==> config.mk <==
export PLATFORM = sky130hd
export DESIGN_NAME = uart_word_transmitter
export DESIGN_NICKNAME = d
export VERILOG_FILES = /design/src/rtl/uart_word_transmitter.sv
export SDC_FILE = /design/constraint.sdc
export NUM_CORES = 1
export LEC_CHECK = 0
export ABC_AREA = 0
export CORE_AREA = 2 2 133 161
export DETAILED_ROUTE_END_ITERATION = 10
export DIE_AREA = 0 0 135 163
export HOLD_SLACK_MARGIN = 0.05
export PLACE_DENSITY = 0.7
export RECOVER_POWER = 100
export SLEW_MARGIN = 20
export SYNTH_ARGS = -nofsm -noshare
export SYNTH_HDL_FRONTEND = slang
export SYNTH_SLANG_ARGS = --single-unit
==> constraint.sdc <==
create_clock -name clk -period 5.7 [get_ports clk]
set_input_delay 0.57 -clock clk [delete_from_list [all_inputs] [get_ports clk]]
set_output_delay 0.57 -clock clk [all_outputs]
set_load 0.01 [all_outputs]
==> src/rtl/uart_word_transmitter.sv <==
// UART word transmitter: 32-bit words queue in a small FIFO and go out as four
// frames (start, 8 data LSB-first, XOR parity, stop), least-significant byte first.
module uart_word_transmitter #(
   parameter int unsigned CLK_PER_BIT = 192,
   parameter int unsigned FIFO_DEPTH  = 4,
   parameter int unsigned GAP_BITS    = 1
) (
   input  logic        clk,
   input  logic        rst,
   input  logic        word_valid,
   input  logic [31:0] word_data,
   output logic        word_ready,
   output logic        uart_tx,
   output logic        busy,
   output logic [31:0] words_sent
);
   localparam int unsigned WORD_W   = 32;
   localparam int unsigned PTR_W    = (FIFO_DEPTH > 1) ? $clog2(FIFO_DEPTH) : 1;
   localparam int unsigned CNT_W    = $clog2(FIFO_DEPTH + 1);
   localparam int unsigned GAP_CYC  = GAP_BITS * CLK_PER_BIT;
   localparam int unsigned MAX_CYC  = (GAP_CYC > CLK_PER_BIT) ? GAP_CYC : CLK_PER_BIT;
   localparam int unsigned TICK_W   = $clog2(MAX_CYC + 1);
   localparam int unsigned BIT_LAST = CLK_PER_BIT - 1;
   localparam int unsigned GAP_LAST = (GAP_CYC > 0) ? GAP_CYC - 1 : 0;
   localparam bit          NO_GAP   = (GAP_BITS == 0);

   typedef enum logic [2:0] {
      S_IDLE, S_START, S_DATA, S_PARITY, S_STOP, S_GAP
   } state_e;

   state_e              state_q, state_d;
   logic [WORD_W-1:0]   mem_q [FIFO_DEPTH];
   logic [PTR_W-1:0]    wr_ptr_q, wr_ptr_d, rd_ptr_q, rd_ptr_d;
   logic [CNT_W-1:0]    count_q, count_d;
   logic [WORD_W-1:0]   word_q, word_d;
   logic [TICK_W-1:0]   tick_q, tick_d;
   logic [2:0]          bit_idx_q, bit_idx_d;
   logic [1:0]          byte_idx_q, byte_idx_d;
   logic                tx_q, tx_d;
   logic                ready_q, ready_d;
   logic                busy_q, busy_d;
   logic [WORD_W-1:0]   ws_q, ws_d;

   logic                push_c, pop_c, fifo_empty_c;
   logic                tick_end_c, last_byte_c, word_end_c, reload_c;
   logic [7:0]          cur_byte_c;

   assign push_c       = word_valid && ready_q;
   assign fifo_empty_c = (count_q == '0);
   assign tick_end_c   = (state_q == S_GAP) ? (tick_q == TICK_W'(GAP_LAST))
                                            : (tick_q == TICK_W'(BIT_LAST));
   assign last_byte_c  = (byte_idx_q == 2'd3);
   assign word_end_c   = (state_q == S_STOP) && tick_end_c && last_byte_c;
   assign cur_byte_c   = word_q[{byte_idx_q, 3'b000} +: 8];

   // A new word is launched from IDLE, after the gap, or straight after the last stop bit when there is no gap.
   assign reload_c = !fifo_empty_c &&
                     ((state_q == S_IDLE) ||
                      ((state_q == S_GAP) && tick_end_c) ||
                      (word_end_c && NO_GAP));
   assign pop_c    = reload_c;

   // FIFO bookkeeping; power-of-two depth lets the pointers wrap naturally.
   always_comb begin
      wr_ptr_d = wr_ptr_q;
      rd_ptr_d = rd_ptr_q;
      if (push_c) wr_ptr_d = wr_ptr_q + PTR_W'(1);
      if (pop_c)  rd_ptr_d = rd_ptr_q + PTR_W'(1);
      count_d  = count_q + CNT_W'(push_c) - CNT_W'(pop_c);
   end

   always_ff @(posedge clk) begin
      if (push_c) mem_q[wr_ptr_q] <= word_data;
   end

   always_ff @(posedge clk or posedge rst) begin
      if (rst) state_q <= S_IDLE;
      else     state_q <= state_d;
   end

   always_comb begin
      state_d = state_q;
      unique case (state_q)
         S_IDLE:   if (reload_c) state_d = S_START;
         S_START:  if (tick_end_c) state_d = S_DATA;
         S_DATA:   if (tick_end_c && (bit_idx_q == 3'd7)) state_d = S_PARITY;
         S_PARITY: if (tick_end_c) state_d = S_STOP;
         S_STOP: begin
            if (tick_end_c) begin
               if (!last_byte_c || reload_c) state_d = S_START;
               else if (!NO_GAP)             state_d = S_GAP;
               else                          state_d = S_IDLE;
            end
         end
         S_GAP:    if (tick_end_c) state_d = reload_c ? S_START : S_IDLE;
         default:  state_d = S_IDLE;
      endcase
   end

   // Datapath next values: line level, bit/byte indices, bit timer, word counter.
   always_comb begin
      tick_d     = tick_end_c ? '0 : tick_q + TICK_W'(1);
      bit_idx_d  = bit_idx_q;
      byte_idx_d = byte_idx_q;
      word_d     = word_q;
      tx_d       = tx_q;
      ws_d       = ws_q;
      unique case (state_q)
         S_IDLE: begin
            tick_d = '0;
            tx_d   = 1'b1;
         end
         S_START:  if (tick_end_c) tx_d = cur_byte_c[0];
         S_DATA: begin
            if (tick_end_c) begin
               if (bit_idx_q == 3'd7) begin
                  tx_d = ^cur_byte_c;
               end else begin
                  bit_idx_d = bit_idx_q + 3'd1;
                  tx_d      = cur_byte_c[bit_idx_d];
               end
            end
         end
         S_PARITY: if (tick_end_c) tx_d = 1'b1;
         S_STOP: begin
            if (tick_end_c) begin
               bit_idx_d = '0;
               if (!last_byte_c) begin
                  byte_idx_d = byte_idx_q + 2'd1;
                  tx_d       = 1'b0;
               end else begin
                  ws_d = ws_q + WORD_W'(1);
                  tx_d = 1'b1;
               end
            end
         end
         S_GAP:    tx_d = 1'b1;
         default:  tx_d = 1'b1;
      endcase
      if (reload_c) begin
         word_d     = mem_q[rd_ptr_q];
         byte_idx_d = '0;
         bit_idx_d  = '0;
         tick_d     = '0;
         tx_d       = 1'b0;
      end
      ready_d = (count_d != CNT_W'(FIFO_DEPTH));
      busy_d  = (state_d != S_IDLE) || (count_d != '0);
   end

   always_ff @(posedge clk or posedge rst) begin
      if (rst) begin
         wr_ptr_q   <= '0;
         rd_ptr_q   <= '0;
         count_q    <= '0;
         word_q     <= '0;
         tick_q     <= '0;
         bit_idx_q  <= '0;
         byte_idx_q <= '0;
         tx_q       <= 1'b1;
         ready_q    <= 1'b0;
         busy_q     <= 1'b0;
         ws_q       <= '0;
      end else begin
         wr_ptr_q   <= wr_ptr_d;
         rd_ptr_q   <= rd_ptr_d;
         count_q    <= count_d;
         word_q     <= word_d;
         tick_q     <= tick_d;
         bit_idx_q  <= bit_idx_d;
         byte_idx_q <= byte_idx_d;
         tx_q       <= tx_d;
         ready_q    <= ready_d;
         busy_q     <= busy_d;
         ws_q       <= ws_d;
      end
   end

   assign word_ready = ready_q;
   assign uart_tx    = tx_q;
   assign busy       = busy_q;
   assign words_sent = ws_q;

endmodule

==> results of run 1 <==
## power by group through the flow
stage / registers (mW) / clock network (mW) / logic (mW)
2_1_floorplan: 2.07 / 0 / 0.514
3_3_place_gp: 2.11 / 0 / 0.670
3_5_place_dp: 2.13 / 0 / 0.698
4_1_cts: 2.10 / 1.51 / 0.703
5_1_grt: 2.13 / 1.57 / 0.737
6_report: 2.10 / 1.48 / 0.667
## final timing paths
check | slack [ns] | endpoint | cells after the start
min in group asynchronous | 0.85 | words_sent[15]$_DFFE_PP0P_ | 2
worst max-delay path | 1.83 | busy$_DFF_PP0_ | 14
worst min register to register | 0.48 | words_sent[29]$_DFFE_PP0P_ | 1
worst max register to register | 1.83 | busy$_DFF_PP0_ | 14
max in group asynchronous | 3.50 | rd_ptr_q[1]$_DFFE_PP0P_ | 3
worst min-delay path | 0.48 | words_sent[29]$_DFFE_PP0P_ | 1
## metrics by stage
| stage | cell area [um^2] | instances | power [mW] | setup WS, ns |
|---|---|---|---|---|
| floorplan | 9090 | 543 | 2.58 | 2.31 |
| global placement | 10100 | 866 | 2.78 | 2.11 |
| detailed placement | 10100 | 866 | 2.83 | 1.88 |
| CTS | 10800 | 906 | 4.31 | 1.89 |
| global route | 10800 | 906 | 4.44 | 1.59 |
| finish | 10800 | 906 | 4.25 | 1.83 |
## state kept, by name (all words and copies together), names as in the netlist
name / cells
bit_idx_q: 3
busy: 1
byte_idx_q: 2
count_q: 3
mem_q: 128
rd_ptr_q: 2
state_q: 3
tick_q: 8
uart_tx: 1
word_q: 32
word_ready: 1
words_sent: 32
wr_ptr_q: 2
## area by class of cell
class | instances | share of cell area [%]
flip-flops and latches | 218 | 56.5
multi-input cells | 292 | 26.3
repair buffers | 76 | 6.74
clock buffers | 28 | 5.78
well taps | 270 | 3.13
clock inverters | 12 | 1.26
inverters | 10 | 0.359
## placed cells by master (no fill, tap or decap), types with 2 or more instances in the layout
cell / instances
ha_1: 10
clkbuf_16: 23
clkbuf_1: 6
bufinv_16: 3
clkbuf_8: 3
and3_1: 16
a31oi_1: 4
xor2_1: 19
inv_1: 9
dfrtp_1: 87
xnor2_1: 42
clkinv_4: 2
nand2b_1: 3
buf_4: 3
dlygate4sd3_1: 69
o21ai_0: 4
nor3_1: 4
nor2b_1: 2
a21oi_1: 3
nor2_1: 28
mux2_1: 3
mux4_2: 40
clkinv_1: 5
nand4_1: 9
edfxtp_1: 128
clkinvlp_2: 2
or2_2: 2
or3_1: 3
mux2i_1: 12
mux2_2: 31
o22ai_1: 2
nand2_1: 21
and4b_1: 2
nand3_1: 15
dfrtp_2: 2
## worst register-to-register path: stages (launching register included)
cell,delay [ns]
dfrtp_1,0.40
ha_1,0.23
and3_1,0.29
nand3_1,0.19
mux2i_1,0.19
and3_1,0.19
buf_4,0.45
xnor2_1,0.20
ha_1,0.17
inv_1,0.05
fa_1,0.39
xnor2_1,0.15
xnor2_1,0.16
or3_1,0.31
or4_1,0.39
## Yosys cell counts (6+ instances only)
| cell | count |
|---|---|
| mux4_2 | 40 |
| dfrtp_1 | 89 |
| edfxtp_1 | 128 |
| mux2_2 | 31 |
| and3_1 | 16 |
| ha_1 | 10 |
| buf_2 | 6 |
| mux2i_1 | 12 |
| nand4_1 | 9 |
| nand2_1 | 21 |
| xnor2_1 | 42 |
| xor2_1 | 19 |
| clkbuf_1 | 9 |
| nand3_1 | 14 |
| inv_1 | 10 |
| nor2_1 | 27 |
## logic make-up (layout without fill, tap and decap cells)
kind of cell / after synthesis / count (layout) / share of synthesized area (%)
XOR/XNOR: 61 / 61 / 5.87
adder cells (fa/ha/maj): 11 / 11 / 1.60
flip-flops: 218 / 218 / 67.0
AO/OA/AOI/OAI: 18 / 18 / 1.36
AND/OR/NAND/NOR: 116 / 116 / 7.00
buffers and inverters: 33 / 126 / 1.69
multiplexers: 86 / 86 / 15.4
## metal layers
layer / share of wire [%] / up-vias
met5: 0 / -
met1: 40 / 2504
met3: 4.6 / 23
met2: 53 / 110
met4: 1.9 / 0
li1: - / 2200
==> flow_metrics.tcl, run 1 <==
set metrics [dict create \
    antenna-diode-count 0 \
    top_usage_layer "met2" \
    grt_pass1_vias 5234 \
    path_max_fanout 41 \
    via_per_inst 5.34 \
    switching_share_pct 24.5 \
    register_area_um2 6100 \
    wl_um 15900 \
    crit_required_ns 6.08 \
    grt_overflow 0 \
    cts_buffers 22 \
    skew_ns 0.0139 \
    worstPathArrival_ns 4.25 \
    finalHoldViolations 0 \
    cts_tree "built" \
    violations "max-capacitance violations, max-slew violations" \
    grt_usage_pct 15.1 \
    crit_start "tick_q[0]$_DFF_PP0_" \
    async_reset_ff_share_pct 41.3 \
    fin_nets 666 \
    syn_area_per_cell_um2 16.7 \
    synth_area_um2 9090 \
    cts_setup_buffers 0 \
    path_delay_family "simple AND/OR/NAND/NOR gates" \
    yosysSeqAreaShare_pct 67.0 \
    worstHoldStart "words_sent[29]$_DFFE_PP0P_" \
    fillers 1641 \
    endpoint_kind "flip-flop" \
    status "complete, but fails checks" \
    setup_viol 0 \
    pwr-share-seq_pct 49.5 \
    layout_min_cycle_time_ns 3.87 \
    p_int_mw 3.21 \
    grt_use_met3_pct 2.61 \
    synth_cell_types 49 \
    path_buf_inv 2 \
    die_w_um 135 \
    start_util_pct 44.1 \
    synth_seq_cells 218 \
    crit_chain "ha_1 -> and3_1 -> nand3_1 -> mux2i_1 -> and3_1 -> buf_4 -> xnor2_1 -> ha_1 -> inv_1 -> fa_1 -> xnor2_1 -> xnor2_1 -> or3_1 -> or4_1" \
    p_per_area_nw_per_um2 393 \
    p_clk_share_pct 34.7 \
    grt_pass1_wl_um 26400 \
    drv_slew 132 \
    multi_input_area_um2 2840 \
    drv_cap 4 \
    dp_hpwl_um 10400 \
    startpoint_type "flip-flop" \
    final_layout_size_suffix_gt1_share_pct 18.7 \
    rsz0062_at_grt "no" \
    clockBufferDepth 3 \
    ctsHtreeMaxLevel 1 \
    drtPass1Iterations 6 \
    synth.largest_area_cell "edfxtp_1" \
    synth_area_leaders "edfxtp_1 42%, dfrtp_1 24%, mux4_2 9.9%" \
    ant_nets 0 \
    syn-num-nets 589 \
    slowest_delay_ns 0.45 \
    switching_power_mw 1.04 \
    die_area_um2 22000 \
    finalCritPeriodShare_pct 67.9 \
    holdWs_ns 0.483 \
    cpMostUsedCell "xnor2_1" \
    gp_congestion 0.861 \
    ios 70 \
    root_buffer "clkbuf_16" \
    fin_tns_setup_ns 0 \
    io_buffers 69 \
    antenna_found_initial 0 \
    via_count 4837 \
    ir_drop_v 0.000252 \
    synth_edf_count 128 \
    hold_path.class "reg -> reg" \
    cts.clk_slew.worst_paths_ns 0.07 \
    gr-usage-met1_pct 18.0 \
    r2r_start "tick_q[0]$_DFF_PP0_" \
    netlist_instances 543 \
    grt.met2_usage_pct 27.7 \
    drcViolationCount 0 \
    synth_ff_type "edfxtp_1" \
    worst_path_max_delay_cell "buf_4" \
    coreArea_um2 20600 \
    fmax_ghz 0.258 \
    tightest_slew_ns 2.15 \
    ctsResizeCount 0 \
    slew-limit-headroom_pct -43.4 \
    synth_top_area_share_pct 42.3 \
    clock_latency_ns 0.50 \
    fin_util_pct 52.4 \
    cts_sinks 218 \
    power_frac_comb_pct 15.7 \
    syn_to_final_growth_pct 18.8 \
    wire_per_inst_um 17.6 \
    yosysWarnings 0 \
    holdBufCountCts 0 \
    grt_max_degree 59 \
    drt_iter0_drc 187 \
    p_leak_nw 4.11 \
    rows 58 \
    crit_type "reg -> reg" \
    die_y_um 163 \
]
No activity file was read; power rests on OpenSTA's default activity.
==> inputs of run 2 (changes only) <==
Settings changed: PLACE_DENSITY 0.7 to 0.72.
Clock period 5.7 ns to 3.5 ns, I/O delays scaled along.
==> flow_metrics.tcl, run 2 (same netlist as run 1, synthesis figures left out) <==
set metrics [dict create \
    drtPass1Iterations 4 \
    final_layout_size_suffix_gt1_share_pct 19.2 \
    hold_path.class "reg -> reg" \
    antenna_found_initial 0 \
    largest_register_ff_count 128 \
    setup_viol 0 \
    path_max_fanout 5 \
    holdWs_ns 0.469 \
    wire_per_inst_um 18.1 \
    cts_buffers 23 \
    grt_pass1_vias 5194 \
    via_per_inst 5.28 \
    path_delay_family "simple AND/OR/NAND/NOR gates" \
    crit_type "reg -> reg" \
    fmax_ghz 0.300 \
    root_buffer "clkbuf_16" \
    grt_max_degree 55 \
    violations "max-capacitance violations, max-slew violations" \
    cts_sinks 218 \
    post-place-ws_ns 0.0796 \
    worstPathArrival_ns 3.70 \
    cts_tree "built" \
    finalHoldViolations 0 \
    final_common_cell "edfxtp_1" \
    p_per_area_nw_per_um2 635 \
    syn_to_final_growth_pct 18.5 \
    clock_latency_ns 0.50 \
    fin_tns_setup_ns 0 \
    worst_path_max_delay_cell "fa_1" \
    grt_overflow 0 \
    drv_slew 170 \
    fin_nets 670 \
    p_leak_nw 4.09 \
    wl_um 16500 \
    crit_chain "ha_2 -> and3_4 -> nand3_2 -> mux2i_1 -> and3_4 -> xnor2_1 -> ha_1 -> inv_1 -> fa_1 -> xnor2_2 -> xnor2_1 -> or3_1 -> or4_1" \
    grt_pass1_wl_um 27200 \
    startpoint_type "flip-flop" \
    fillers 1700 \
    register_area_um2 6100 \
    ios 70 \
    ir_drop_v 0.000417 \
    coreArea_um2 20600 \
    slew-limit-headroom_pct -53.9 \
    io_buffers 69 \
    cts_setup_buffers 0 \
    path_buf_inv 1 \
    cts.clk_slew.worst_paths_ns 0.06 \
    finalCritPeriodShare_pct 95.2 \
    rows 58 \
    dp_hpwl_um 10700 \
    final-instance-count-excl-fill 910 \
    gp_congestion 0.857 \
    top_register "mem_q" \
    drt_iter0_drc 190 \
    skew_ns 0.00942 \
    placed_cells 869 \
    drcViolationCount 0 \
    power_mw 6.84 \
    fin_ws_ns 0.167 \
    grt_usage_pct 15.6 \
    drv_cap 5 \
    multi_input_area_um2 2850 \
    die_area_um2 22000 \
    rrSetupSlack_ns 0.17 \
    layout_min_cycle_time_ns 3.33 \
    start_util_pct 44.1 \
    final_cell_mix "128 x edfxtp_1, 87 x dfrtp_1, 68 x dlygate4sd3_1" \
    clockBufferDepth 3 \
    die_y_um 163 \
    tightest_slew_ns 2.31 \
    antenna-diode-count 0 \
    ctsHtreeMaxLevel 1 \
    rsz0062_at_grt "no" \
    via_count 4806 \
    ant_nets 0 \
    status "complete, but fails checks" \
    endpoint_kind "flip-flop" \
    die_w_um 135 \
    slowest_delay_ns 0.41 \
    crit_required_ns 3.87 \
]
run 2: cell count changes in the layout (fill, tap and decap cells not counted), moves of 2 or more:
cell       change
clkbuf_1       +9
bufinv_16      -2
and3_4         +2
and3_1         -2
clkbuf_8       -2
clkinv_2       +4
clkinv_1       -5
run 2: cell type report:
cell class                      count  share of cell area, %
Inverter                           10                  0.360
Tap cell                          270                   3.14
Sequential cell                   218                   56.6
Multi-Input combinational cell    292                   26.4
Clock buffer                       33                   5.98
Clock inverter                      8                  0.662
Timing Repair Buffer               79                   6.84
run 2: per-layer routing:
layer / track usage (%) / wire length [um] / vias up
met1: 19.1 / 6600 / 2469
met4: 4.45 / 378 / 0
met2: 28.5 / 8870 / 108
met5: 0 / 0 / -
li1: - / - / 2202
met3: 2.49 / 659 / 27
run 2: repair_timing:
item / CTS / global route
setup endpoints to repair: 0 / 1
gates resized for setup: 0 / 7
hold buffers: 0 / 0
endpoints found under the hold margin: 0 / 0
run 2: path summary, 6_finish.rpt:
kind / start / end / depth (start not counted)
max: tick_q[0]$_DFF_PP0_ / busy$_DFF_PP0_ / 13
min: words_sent[31]$_DFFE_PP0P_ / words_sent[31]$_DFFE_PP0P_ / 1
max reg2reg: tick_q[0]$_DFF_PP0_ / busy$_DFF_PP0_ / 13
min reg2reg: words_sent[31]$_DFFE_PP0P_ / words_sent[31]$_DFFE_PP0P_ / 1
max in group asynchronous: rst / rd_ptr_q[0]$_DFFE_PP0P_ / 3
min in group asynchronous: rst / wr_ptr_q[1]$_DFFE_PP0P_ / 2
run 2: metrics by stage:
stage	cell area (um^2)	utilization, %
after floorplan	9090	-
after global placement	10100	49.0
after detailed placement	10100	49.0
after CTS	10800	52.5
after global routing	10800	52.3
final	10800	52.3
run 2: power breakdown:
part | switching [mW] | total (mW) | leakage, nW | internal (mW)
registers | 0.267 | 3.47 | 2.33 | 3.21
clock network | 0.937 | 2.29 | 0.350 | 1.35
logic | 0.522 | 1.08 | 1.41 | 0.554
total | 1.73 | 6.84 | 4.09 | 5.12
